## src/rtl/bus_arbiter_pkg.sv

```systemverilog
// Shared bus definitions for the arbiter: state encodings, bus polarity
// constants, bus widths and the bus transfer payload.
`timescale 1ns/1ps
package bus_arbiter_pkg;

    localparam int unsigned BUS_ADDR_WIDTH = 16;
    localparam int unsigned DATA_WIDTH     = 16;

    localparam logic Enable_  = 1'b0;
    localparam logic Disable_ = 1'b1;
    localparam logic Read     = 1'b1;
    localparam logic Write    = 1'b0;

    typedef enum logic [1:0] {
        ARB_IDLE  = 2'd0,
        ARB_GRANT = 2'd1,
        ARB_TURN  = 2'd2
    } arb_state_t;

    typedef struct packed {
        logic [BUS_ADDR_WIDTH-1:0] addr;
        logic [DATA_WIDTH-1:0]     wdata;
        logic                      rw_;
    } bus_xfer_t;

endpackage

```

## src/rtl/bus_arbiter_arb_select.sv

```systemverilog
// Combinational requester search: first active-low request at or after
// i_base, wrapping around; returns its index and a valid flag.
`timescale 1ns/1ps
module arb_select #(
    parameter  int unsigned NREQ = 4,
    localparam int unsigned IW   = $clog2(NREQ)
) (
    input  logic [NREQ-1:0] i_req_n,
    input  logic [IW-1:0]   i_base,
    output logic [IW-1:0]   o_idx,
    output logic            o_valid
);

    int j;

    always_comb begin
        o_idx   = '0;
        o_valid = 1'b0;
        j       = 0;
        for (int k = 0; k < int'(NREQ); k++) begin
            j = int'(i_base) + k;
            if (j >= int'(NREQ)) j = j - int'(NREQ);
            if (!o_valid && !i_req_n[IW'(j)]) begin
                o_valid = 1'b1;
                o_idx   = IW'(j);
            end
        end
    end

endmodule

```

## src/rtl/bus_arbiter.sv

```systemverilog
// Shared-bus arbiter with one-cycle owner turnaround, optional tenure limit
// and owner-steered bus mux. ARB_ROUND_ROBIN_EN selects round-robin policy.
`timescale 1ns/1ps
module bus_arbiter
    import bus_arbiter_pkg::*;
#(
    parameter int unsigned NREQ     = 4,
    parameter int unsigned MAX_HOLD = 64
) (
    input  logic                           clk,
    input  logic                           reset_,
    input  logic [NREQ-1:0]                breq_,
    output logic [NREQ-1:0]                bgrt_,
    input  logic [NREQ*BUS_ADDR_WIDTH-1:0] m_addr,
    input  logic [NREQ*DATA_WIDTH-1:0]     m_odata,
    input  logic [NREQ-1:0]                m_rw_,
    output logic [BUS_ADDR_WIDTH-1:0]      bus_addr,
    output logic [DATA_WIDTH-1:0]          bus_wdata,
    output logic                           bus_rw_,
    output logic [$clog2(NREQ)-1:0]        bus_owner,
    output logic                           bus_busy
);

    localparam int unsigned OW        = $clog2(NREQ);
    localparam int unsigned HW        = (MAX_HOLD == 0) ? 1 : $clog2(MAX_HOLD + 1);
    localparam int unsigned HOLD_LAST = (MAX_HOLD == 0) ? 0 : MAX_HOLD - 1;

    arb_state_t      r_state;
    logic [NREQ-1:0] r_bgrt_;
    logic [OW-1:0]   r_owner;
    logic            r_busy;
    logic [HW-1:0]   r_hold_cnt;

    logic [OW-1:0]   w_base;
    logic [OW-1:0]   w_sel_idx;
    logic            w_sel_valid;
    logic [NREQ-1:0] w_owner_mask;
    logic            w_owner_rel;
    logic            w_others;
    logic            w_preempt;
    bus_xfer_t       w_xfer;

`ifdef ARB_ROUND_ROBIN_EN
    logic [OW-1:0]   r_rr_ptr;
    assign w_base = r_rr_ptr;
`else
    assign w_base = '0;
`endif

    arb_select #(.NREQ(NREQ)) u_select (
        .i_req_n (breq_),
        .i_base  (w_base),
        .o_idx   (w_sel_idx),
        .o_valid (w_sel_valid)
    );

    assign w_owner_mask = NREQ'(1) << r_owner;
    assign w_owner_rel  = breq_[r_owner];
    assign w_others     = |(~breq_ & ~w_owner_mask);
    assign w_preempt    = (MAX_HOLD != 0) && (r_hold_cnt == HW'(HOLD_LAST)) && w_others;

    // Arbitration FSM; every grant-side output is registered here.
    always_ff @(posedge clk or negedge reset_) begin
        if (!reset_) begin
            r_state    <= ARB_IDLE;
            r_bgrt_    <= {NREQ{Disable_}};
            r_owner    <= '0;
            r_busy     <= 1'b0;
            r_hold_cnt <= '0;
`ifdef ARB_ROUND_ROBIN_EN
            r_rr_ptr   <= '0;
`endif
        end else begin
            case (r_state)
                ARB_IDLE, ARB_TURN: begin
                    if (w_sel_valid) begin
                        r_state    <= ARB_GRANT;
                        r_bgrt_    <= ~(NREQ'(1) << w_sel_idx);
                        r_owner    <= w_sel_idx;
                        r_busy     <= 1'b1;
                        r_hold_cnt <= '0;
`ifdef ARB_ROUND_ROBIN_EN
                        r_rr_ptr   <= (w_sel_idx == OW'(NREQ - 1)) ? '0 : w_sel_idx + OW'(1);
`endif
                    end else begin
                        r_state <= ARB_IDLE;
                        r_bgrt_ <= {NREQ{Disable_}};
                        r_busy  <= 1'b0;
                    end
                end
                ARB_GRANT: begin
                    // Owner release wins over preemption; both go through a dead cycle.
                    if (w_owner_rel || w_preempt) begin
                        r_state <= ARB_TURN;
                        r_bgrt_ <= {NREQ{Disable_}};
                        r_busy  <= 1'b0;
                    end else if (r_hold_cnt < HW'(HOLD_LAST)) begin
                        r_hold_cnt <= r_hold_cnt + HW'(1);
                    end
                end
                default: begin
                    r_state <= ARB_IDLE;
                    r_bgrt_ <= {NREQ{Disable_}};
                    r_busy  <= 1'b0;
                end
            endcase
        end
    end

    // Bus steering from the registered owner; idle bus parks at address 0, read.
    always_comb begin
        w_xfer.addr  = '0;
        w_xfer.wdata = '0;
        w_xfer.rw_   = Read;
        for (int i = 0; i < int'(NREQ); i++) begin
            if (r_busy && (r_owner == OW'(i))) begin
                w_xfer.addr  = m_addr[i*BUS_ADDR_WIDTH +: BUS_ADDR_WIDTH];
                w_xfer.wdata = m_odata[i*DATA_WIDTH +: DATA_WIDTH];
                w_xfer.rw_   = m_rw_[i];
            end
        end
    end

    assign bgrt_     = r_bgrt_;
    assign bus_owner = r_owner;
    assign bus_busy  = r_busy;
    assign bus_addr  = w_xfer.addr;
    assign bus_wdata = w_xfer.wdata;
    assign bus_rw_   = w_xfer.rw_;

endmodule

```

## config.mk

```make
export PLATFORM = sky130hd
export DESIGN_NAME = bus_arbiter
export DESIGN_NICKNAME = d
export VERILOG_FILES = /design/src/rtl/bus_arbiter_pkg.sv /design/src/rtl/bus_arbiter_arb_select.sv /design/src/rtl/bus_arbiter.sv
export SDC_FILE = /design/constraint.sdc
export NUM_CORES = 1
export LEC_CHECK = 0
export BUFFER_PORTS_ARGS = -buffer_cell sky130_fd_sc_hd__buf_2
export CORE_AREA = 2 2 78 80
export CTS_CLUSTER_DIAMETER = 60
export DETAILED_ROUTE_END_ITERATION = 8
export DIE_AREA = 0 0 80 82
export GPL_TIMING_DRIVEN = 1
export PLACE_DENSITY = 0.82
export SYNTH_ARGS = -nofsm -noshare
export SYNTH_HDL_FRONTEND = slang
export SYNTH_HIERARCHICAL = 1
export SYNTH_SLANG_ARGS = --single-unit
```

## constraint.sdc

```tcl
create_clock -name clk -period 2.3 [get_ports clk]
set_input_delay 0.115 -clock clk [delete_from_list [all_inputs] [get_ports clk]]
set_output_delay 0.115 -clock clk [all_outputs]
set_load 0.05 [all_outputs]
```

After elaboration in Yosys (flattened, before gate mapping):

Cells that the tools add are included.

* order comparisons: 2
* shifts and indexed selects: 2
* eq/ne operators: 10
* add/subtract/negate cells: 1
* muxes and demuxes: 22
* reductions and logical operators: 15
* bitwise gates (word level): 4

Operators by type and width (count)
* 2-to-1 mux 33 bit: 4
* 2-to-1 mux 7 bit: 3
* case mux 7 bit (2 select lines): 1
* inverter 4 bit: 3
* 2-to-1 mux 4 bit: 2
* case mux 4 bit (2 select lines): 1
* << shifter 1 x 2 -> 4 bit, first input constant: 2
* adder 7 x 1 -> 7 bit, second input constant: 1
* == test 7 x 6 -> 1 bit, second input constant: 1
* < comparator 7 x 6 -> 1 bit, second input constant: 1
* 2-to-1 mux 1 bit: 7
* == test 2 bit, second input constant: 3
* logical AND 1 bit: 6
* inequality test 2 bit, second input constant: 3
* AND 4 bit: 1
* == test 2 x 1 -> 1 bit, second input constant: 2
* logical NOT 2 bit: 2
* case mux 2 bit (2 select lines): 1
* AND reduction 4 bit: 1
* OR reduction 4 bit: 1
* < comparator 2 x 3 -> 1 bit, second input constant: 1
* binary-select mux 1 bit (select 2 bit): 1
* 2-to-1 mux 2 bit: 1
* inequality test 2 x 1 -> 1 bit, second input constant: 1
* other kinds (6): 6

* bits in registers: 16
* input port bits: 138
* output and inout port bits: 40

Longest topological paths before layout:

Gate-level depths: netlist of run 1.

* depth in word-level cells: 8
* gate-level depth with buffers: 6
* mapped depth without buffers: 5

By module:

Netlist of run 1, hierarchy kept.

By module, submodules not included
* bus_arbiter: cells an instance 165, instances 1, area an instance 1839.3 um2, sequential area each 380.4 um2
* arb_select: cells an instance 10, instances 1, area an instance 90.1 um2, sequential area each 0.0 um2

Worst setup path before layout of run 1:

OpenSTA, ideal clock, no wires.

* kind: flip-flop to output port
* from: register r_owner[0], in the netlist bus_owner[0]
* to: output bus_addr[0]
* setup slack: 0.195 ns
* stages on the path, launching flop included: 5
* path buffers: 2
* arrival time: 1.990 ns
* required time: 2.185 ns
* path through: dfrtp_1 buf_6 buf_2 mux4_2 and2_1

* longest elaborated chain between the ends: 6
* elaborated cells on any way between the ends: 12

Ends and longest elaborated chain
* start: declaration: RTL line bus_arbiter.sv:30 `logic [OW-1:0] r_owner;`
* start signal: assignment: RTL line bus_arbiter.sv:79 `r_owner <= w_sel_idx;`
* logical NOT 2 bit: RTL line bus_arbiter.sv:116 `if (r_busy && (r_owner == OW'(i))) begin`
* logical AND 1 bit: RTL line bus_arbiter.sv:116
* 2-to-1 mux 33 bit (3 in series): RTL line bus_arbiter.sv:116
* 2-to-1 mux 33 bit *: RTL line bus_arbiter.sv:116
* end: declaration: RTL line bus_arbiter.sv:17 `output logic [BUS_ADDR_WIDTH-1:0] bus_addr,`

Every way passes the cells marked *; elsewhere a longest branch is shown, timed or not.

Final worst setup path of run 1:

* from: register r_owner[0], in the netlist bus_owner[0]
* to: output bus_addr[14]

Same word-level chain as after synthesis.

==> run metrics, run 1 <==
worst skew pair latency=240 ps; Clk pin slew, worst setup/hold paths=60 ps; Starting Density=0.336; vias in the first global route=2,116; global-route wire length before repair=9.63 mm; Critical path origin=bus_owner[0]; CTS Buf Count=3; vias per cell=5.21; CTS sink cnt=15; DIE WIDTH=80 um; outcome=complete, no violations; Compound-Gate Fraction of Synth Area=0.109; Yosys warning count=6; ANT nets after route=0; Post-Syn Instances=175; CTS-repair resized insts=0; WHS=310 ps; Hold Crit Class=in2async; initial antenna violation count=0; Core Footprint=5750 um^2; post-DP HPWL=5.75 mm; ANT cells=0; pwr dens=1350 nW/um^2; CP endpoint kind=output pin; max-cap viol count=0; Largest stage delay, worst path=550 ps; Final nets=493; Slowest cell on crit path=mux4_2; crit path time final=1970 ps; root buffer cell=clkbuf_8; Final setup viols=0; adder-cell share of the synthesized area=0.00649; post-synth top area cell=mux4_2; ys async rst share=1.00; R2R Path End=r_hold_cnt[0]; post-DR wirelength/cell=15.9 um; critical path arrival=1860 ps; Setup Buffers After CTS=0; remaining routing DRC violations=0; Die ar.=6560 um^2; Global Route Usage Sum=0.185; area post-placement=2910 um^2; pin count of the biggest net entering global routing=39; xor/xnor share of the synthesized area=0; Mean Syn Cell Area=11.0 um^2; leakage power total=1.46 nW; critical path, cell by cell=buf_12, mux4_2, and2_1, buf_2; Unique masters post-synth=41; fin util=0.517; number of buffers added on ports=177; Setup WS post-layout=329 ps; Cells after DPL=423; post-synthesis mux area share=0.418; FP Rows=28; critical path fanouts, max=28; final hold vios=0; peak supply drop=0.901 mV; RD Place Congestion=0.892; layout cells sized above 1=0.646; Synth top area share=0.397; sequential area share after synthesis=0.197; Critical path destination=bus_addr[14]; Setup CP Type=reg2out; Max Slew Vio Count=0; period utilisation layout=0.857; clk buf depth=2; RSZ-0062 raised after global routing=no; Boundary Pins=178; Final Total Pwr=4.01 mW; pre-CTS setup slack=580 ps; First-pass DRT Iterations=4; Final Instance Count excl. Fillers=428; Clock Skew=0.986 ps; Main synth FF type=dfrtp_1; worst-case reg-to-reg path depth=4; TritonCTS clock tree=done; main combinational cell family by area after synthesis=multiplexers; register bit total from synthesis=15; Final Cell Area=2970 um^2; Synth Cell Area=1930 um^2; Synth area leaders=mux4_2 (40%), dfrtp_1 (14%), and2_1 (10%), dfstp_2 (5.4%), nand2_1 (2.3%); first-iteration detailed-routing DRC count=68; CTS Hold Bufs=1; Setup TNS=0 ps; H-Tree Depth=1; R2R Path Start=bus_owner[0]; area grow syn2layout=53.9%; die height=82 um; CP required=2180 ps; Simple-Gate Fraction of Synth Area=0.228; Post-synth EDFFs=0; CP startpoint kind=register; Routed WL=6.81 mm; Worst R2R Setup Slack=580 ps; global-route congestion overflow total=0; vias=2,229; Fmax achieved=507 MHz
-- per-layer routing --
layer	share of wire	GRT usage	vias up
met2	0.54	0.345	95
li1	-	-	1037
met3	0.063	0.0264	12
met5	0	0	-
met4	0.019	0.0492	0
met1	0.37	0.223	1085
-- report_power, final --
| part | total [mW] | switching, mW | internal [mW] |
|---|---|---|---|
| registers | 0.435 | 0.0844 | 0.350 |
| clock network | 0.210 | 0.0877 | 0.123 |
| logic | 3.37 | 2.19 | 1.18 |
-- cell usage after synthesis, drive strengths merged, types with 3 or more instances --
library cell  instances
a211oi                3
a21o                  3
a21oi                 4
a31oi                 3
and2                 32
buf                   5
clkbuf               11
dfrtp                11
dfstp                 4
mux2i                 4
mux4                 34
nand2                12
nand2b                4
nand3                 4
nor2                  5
nor2b                 4
nor3                  3
o21ai                 5
-- flip-flops by register name (all words and copies together) (netlist names) --
name	flops
r_state	1
bus_owner	2
r_hold_cnt	7
bus_busy	1
bgrt_	4
-- logic make-up (layout without fill, tap and decap cells) --
kind of cell               count (synthesis)  count (layout)
adders and majority gates                  1               1
AOI/OAI and AO/OA                         29              29
buffers and inverters                     17             188
other                                      1               8
muxes                                     38              38
and+or+nand+nor                           74              74
DFF                                       15              15
-- how the worst min path moves through the flow --
stage,end,cells after the start,from,slack (ps)
after detailed placement,r_hold_cnt[5],1,reset_,40
after CTS,r_hold_cnt[6],2,reset_,310
final,bus_owner[1],2,reset_,310
after global placement,r_state[1],1,reset_,30
after global routing,r_state[1],2,reset_,330
after floorplan,bus_busy,0,reset_,-180
-- final cells by class --
| cell class | instances | area (um^2) |
|---|---|---|
| Tap cell | 75 | 93.8 |
| Multi-Input combinational cell | 150 | 1500 |
| Fill cell | 564 | 2780 |
| Clock buffer | 4 | 45.0 |
| Sequential cell | 15 | 382 |
| Timing Repair Buffer | 183 | 946 |
| Inverter | 1 | 3.75 |
-- placed cells by master, fill, tap and decap left out, drive strengths merged, types with 5 or more instances in the layout --
master and instances:
and2 32, o21ai 5, conb 8, dfrtp 11, buf 182, mux4 34
nand2 12, nor2 5
-- worst max-delay path, delay by kind of cell (launching register included) --
| family | cells | cell delay [ps] |
|---|---|---|
| multiplexers | 1 | 550 |
| buffers and inverters | 2 | 450 |
| flip-flops | 1 | 420 |
| AND/OR/NAND/NOR | 1 | 180 |
Note: power is estimated with default switching activity, not from simulation.
==> run 2: changes to the inputs <==
==> constraint.sdc (replaced) <==
create_clock -name clk -period 2.3 [get_ports clk]
set_input_delay 0.345 -clock clk [delete_from_list [all_inputs] [get_ports clk]]
set_output_delay 0.345 -clock clk [all_outputs]
set_load 0.05 [all_outputs]
==> run 2 against run 1 <==
Critical path depth did not move. Clock skew rose by 5.7 ps. Global-route usage rose by 1.4 points. Non-clock buffer count did not move. Worst hold slack improved by 210 ps. Combinational power rose by 2%. Cell count rose by 0.70%. Largest power group unchanged. Setup slack got worse by 170 ps. Critical path type unchanged. Largest cell class unchanged. Core utilization rose by 1.0 points. Sequential cell count did not move.
==> run metrics, run 2 (synthesized netlist as in run 1, its figures left out) <==
vias in the first global route=2,151 (+1.7%); final hold vios=0 (unchanged); RD Place Congestion=0.850 (-4.7%); critical path arrival=1790 ps (-70 ps); Starting Density=0.336 (unchanged); Core Footprint=5750 um^2 (unchanged); Routed WL=7.14 mm (+4.9%); fin util=0.527 (+0.0105); max reg flops=7 (unchanged); CTS Buf Count=3 (unchanged); CTS-repair resized insts=0 (unchanged); vias=2,257 (+1.3%); Hold Crit Class=in2async; max-cap viol count=0 (unchanged); DIE WIDTH=80 um (unchanged); post-DP HPWL=5.94 mm (+3.2%); Max Slew Vio Count=0 (unchanged); Final setup viols=0 (unchanged); crit path time final=2140 ps (+166 ps); CP required=1960 ps (-220 ps); root buffer cell=clkbuf_8; number of buffers added on ports=177 (unchanged); H-Tree Depth=1 (unchanged); Final Instance Count excl. Fillers=431 (+0.70%); Fmax achieved=468 MHz (-7.8%); RSZ-0062 raised after global routing=no; period utilisation layout=0.929 (+0.0720); critical path fanouts, max=21 (-25%); die height=82 um (unchanged); Global Route Usage Sum=0.199 (+0.0140); worst skew pair latency=250 ps (about the same); Setup Buffers After CTS=0 (unchanged); Boundary Pins=178 (unchanged); Die ar.=6560 um^2 (unchanged); Worst R2R Setup Slack=400 ps (-180 ps); post-DR wirelength/cell=16.6 um (+4.1%); leakage power total=1.48 nW (+1.6%); most frequent cells in the layout=buf_2 (177), mux4_2 (34), and2_2 (20); pre-CTS setup slack=392 ps (-189 ps); Final Total Pwr=4.12 mW (+2.7%); WHS=518 ps (+208 ps); FP Rows=28 (unchanged); vias per cell=5.24 (+0.55%); First-pass DRT Iterations=4 (unchanged); TritonCTS clock tree=done; layout cells sized above 1=0.708 (+0.0623); CTS sink cnt=15 (unchanged); peak supply drop=0.876 mV (-2.8%); first-iteration detailed-routing DRC count=58 (-15%); global-route congestion overflow total=0 (unchanged); Slowest cell on crit path=mux4_2; Biggest register=r_hold_cnt; Clk pin slew, worst setup/hold paths=70 ps (about the same); critical path, cell by cell=buf_12, mux4_2, and2_2, buf_2; Final Cell Area=3030 um^2 (+2.0%); global-route wire length before repair=10.1 mm (+5.2%); area post-placement=2970 um^2 (+1.8%); CTS Hold Bufs=1 (unchanged); CP startpoint kind=register; area grow syn2layout=57.0%; outcome=complete, no violations; pin count of the biggest net entering global routing=39 (unchanged); commonest non-fill, non-tap cell in the layout=buf_2; Setup WS post-layout=164 ps (-166 ps); Final nets=493 (unchanged); remaining routing DRC violations=0 (unchanged); Setup TNS=0 ps (unchanged); pwr dens=1360 nW/um^2 (+0.62%); Setup CP Type=reg2out; CP endpoint kind=output pin; clk buf depth=2 (unchanged); ANT nets after route=0 (unchanged); initial antenna violation count=4 (+4); Cells after DPL=423 (unchanged); Clock Skew=6.66 ps (+5.68 ps); Largest stage delay, worst path=520 ps (-30 ps)
-- run 2: cell count changes in the layout (fill, tap and decap cells not counted) --
cell / change
and2_1: -20
and2_2: +20
buf_12: +2
buf_4: -2
clkbuf_1: -1
clkinv_2: +1
dfrtp_1: -1
dfrtp_2: +1
diode_2: +3
-- run 2: path summary, 6_finish.rpt --
kind,to,depth (start not counted),start
worst min-delay path,r_hold_cnt[1],2,reset_
worst max register to register,r_hold_cnt[0],5,bus_owner[0]
min in group clk,r_hold_cnt[5],1,r_hold_cnt[5]
worst min register to register,r_hold_cnt[5],1,r_hold_cnt[5]
max in group asynchronous,bgrt_[0],2,reset_
worst max-delay path,bus_wdata[13],4,bus_owner[0]
-- run 2: where the power goes --
part           switching (mW)  leakage (nW)  total [mW]  internal [mW]
registers               0.120         0.185       0.472          0.352
clock network          0.0985        0.0255       0.219          0.120
logic                    2.17          1.27        3.43           1.26
total                    2.39          1.48        4.12           1.73
-- run 2: area by class of cell --
class	instances	area [um^2]
repair buffers	183	971
multi-input cells	150	1520
inverters	1	3.75
well taps	75	93.8
flip-flops and latches	15	383
fillers	534	2720
clock buffers	3	41.3
clock inverters	1	5.00
diodes	3	7.51
-- run 2: worst max-delay path: cells and delay by family, from the launching register on --
kind,cells,cell delay [ps]
buf+inv,2,400
flops,1,400
mux,1,520
simple gates,1,200
-- run 2: routing by layer --
metal	vias up	part of all wire	global-route usage
met5	-	0.0020	0
met4	2	0.019	0.0814
met3	19	0.094	0.0505
met2	125	0.52	0.343
met1	1070	0.37	0.238
li1	1041	-	-
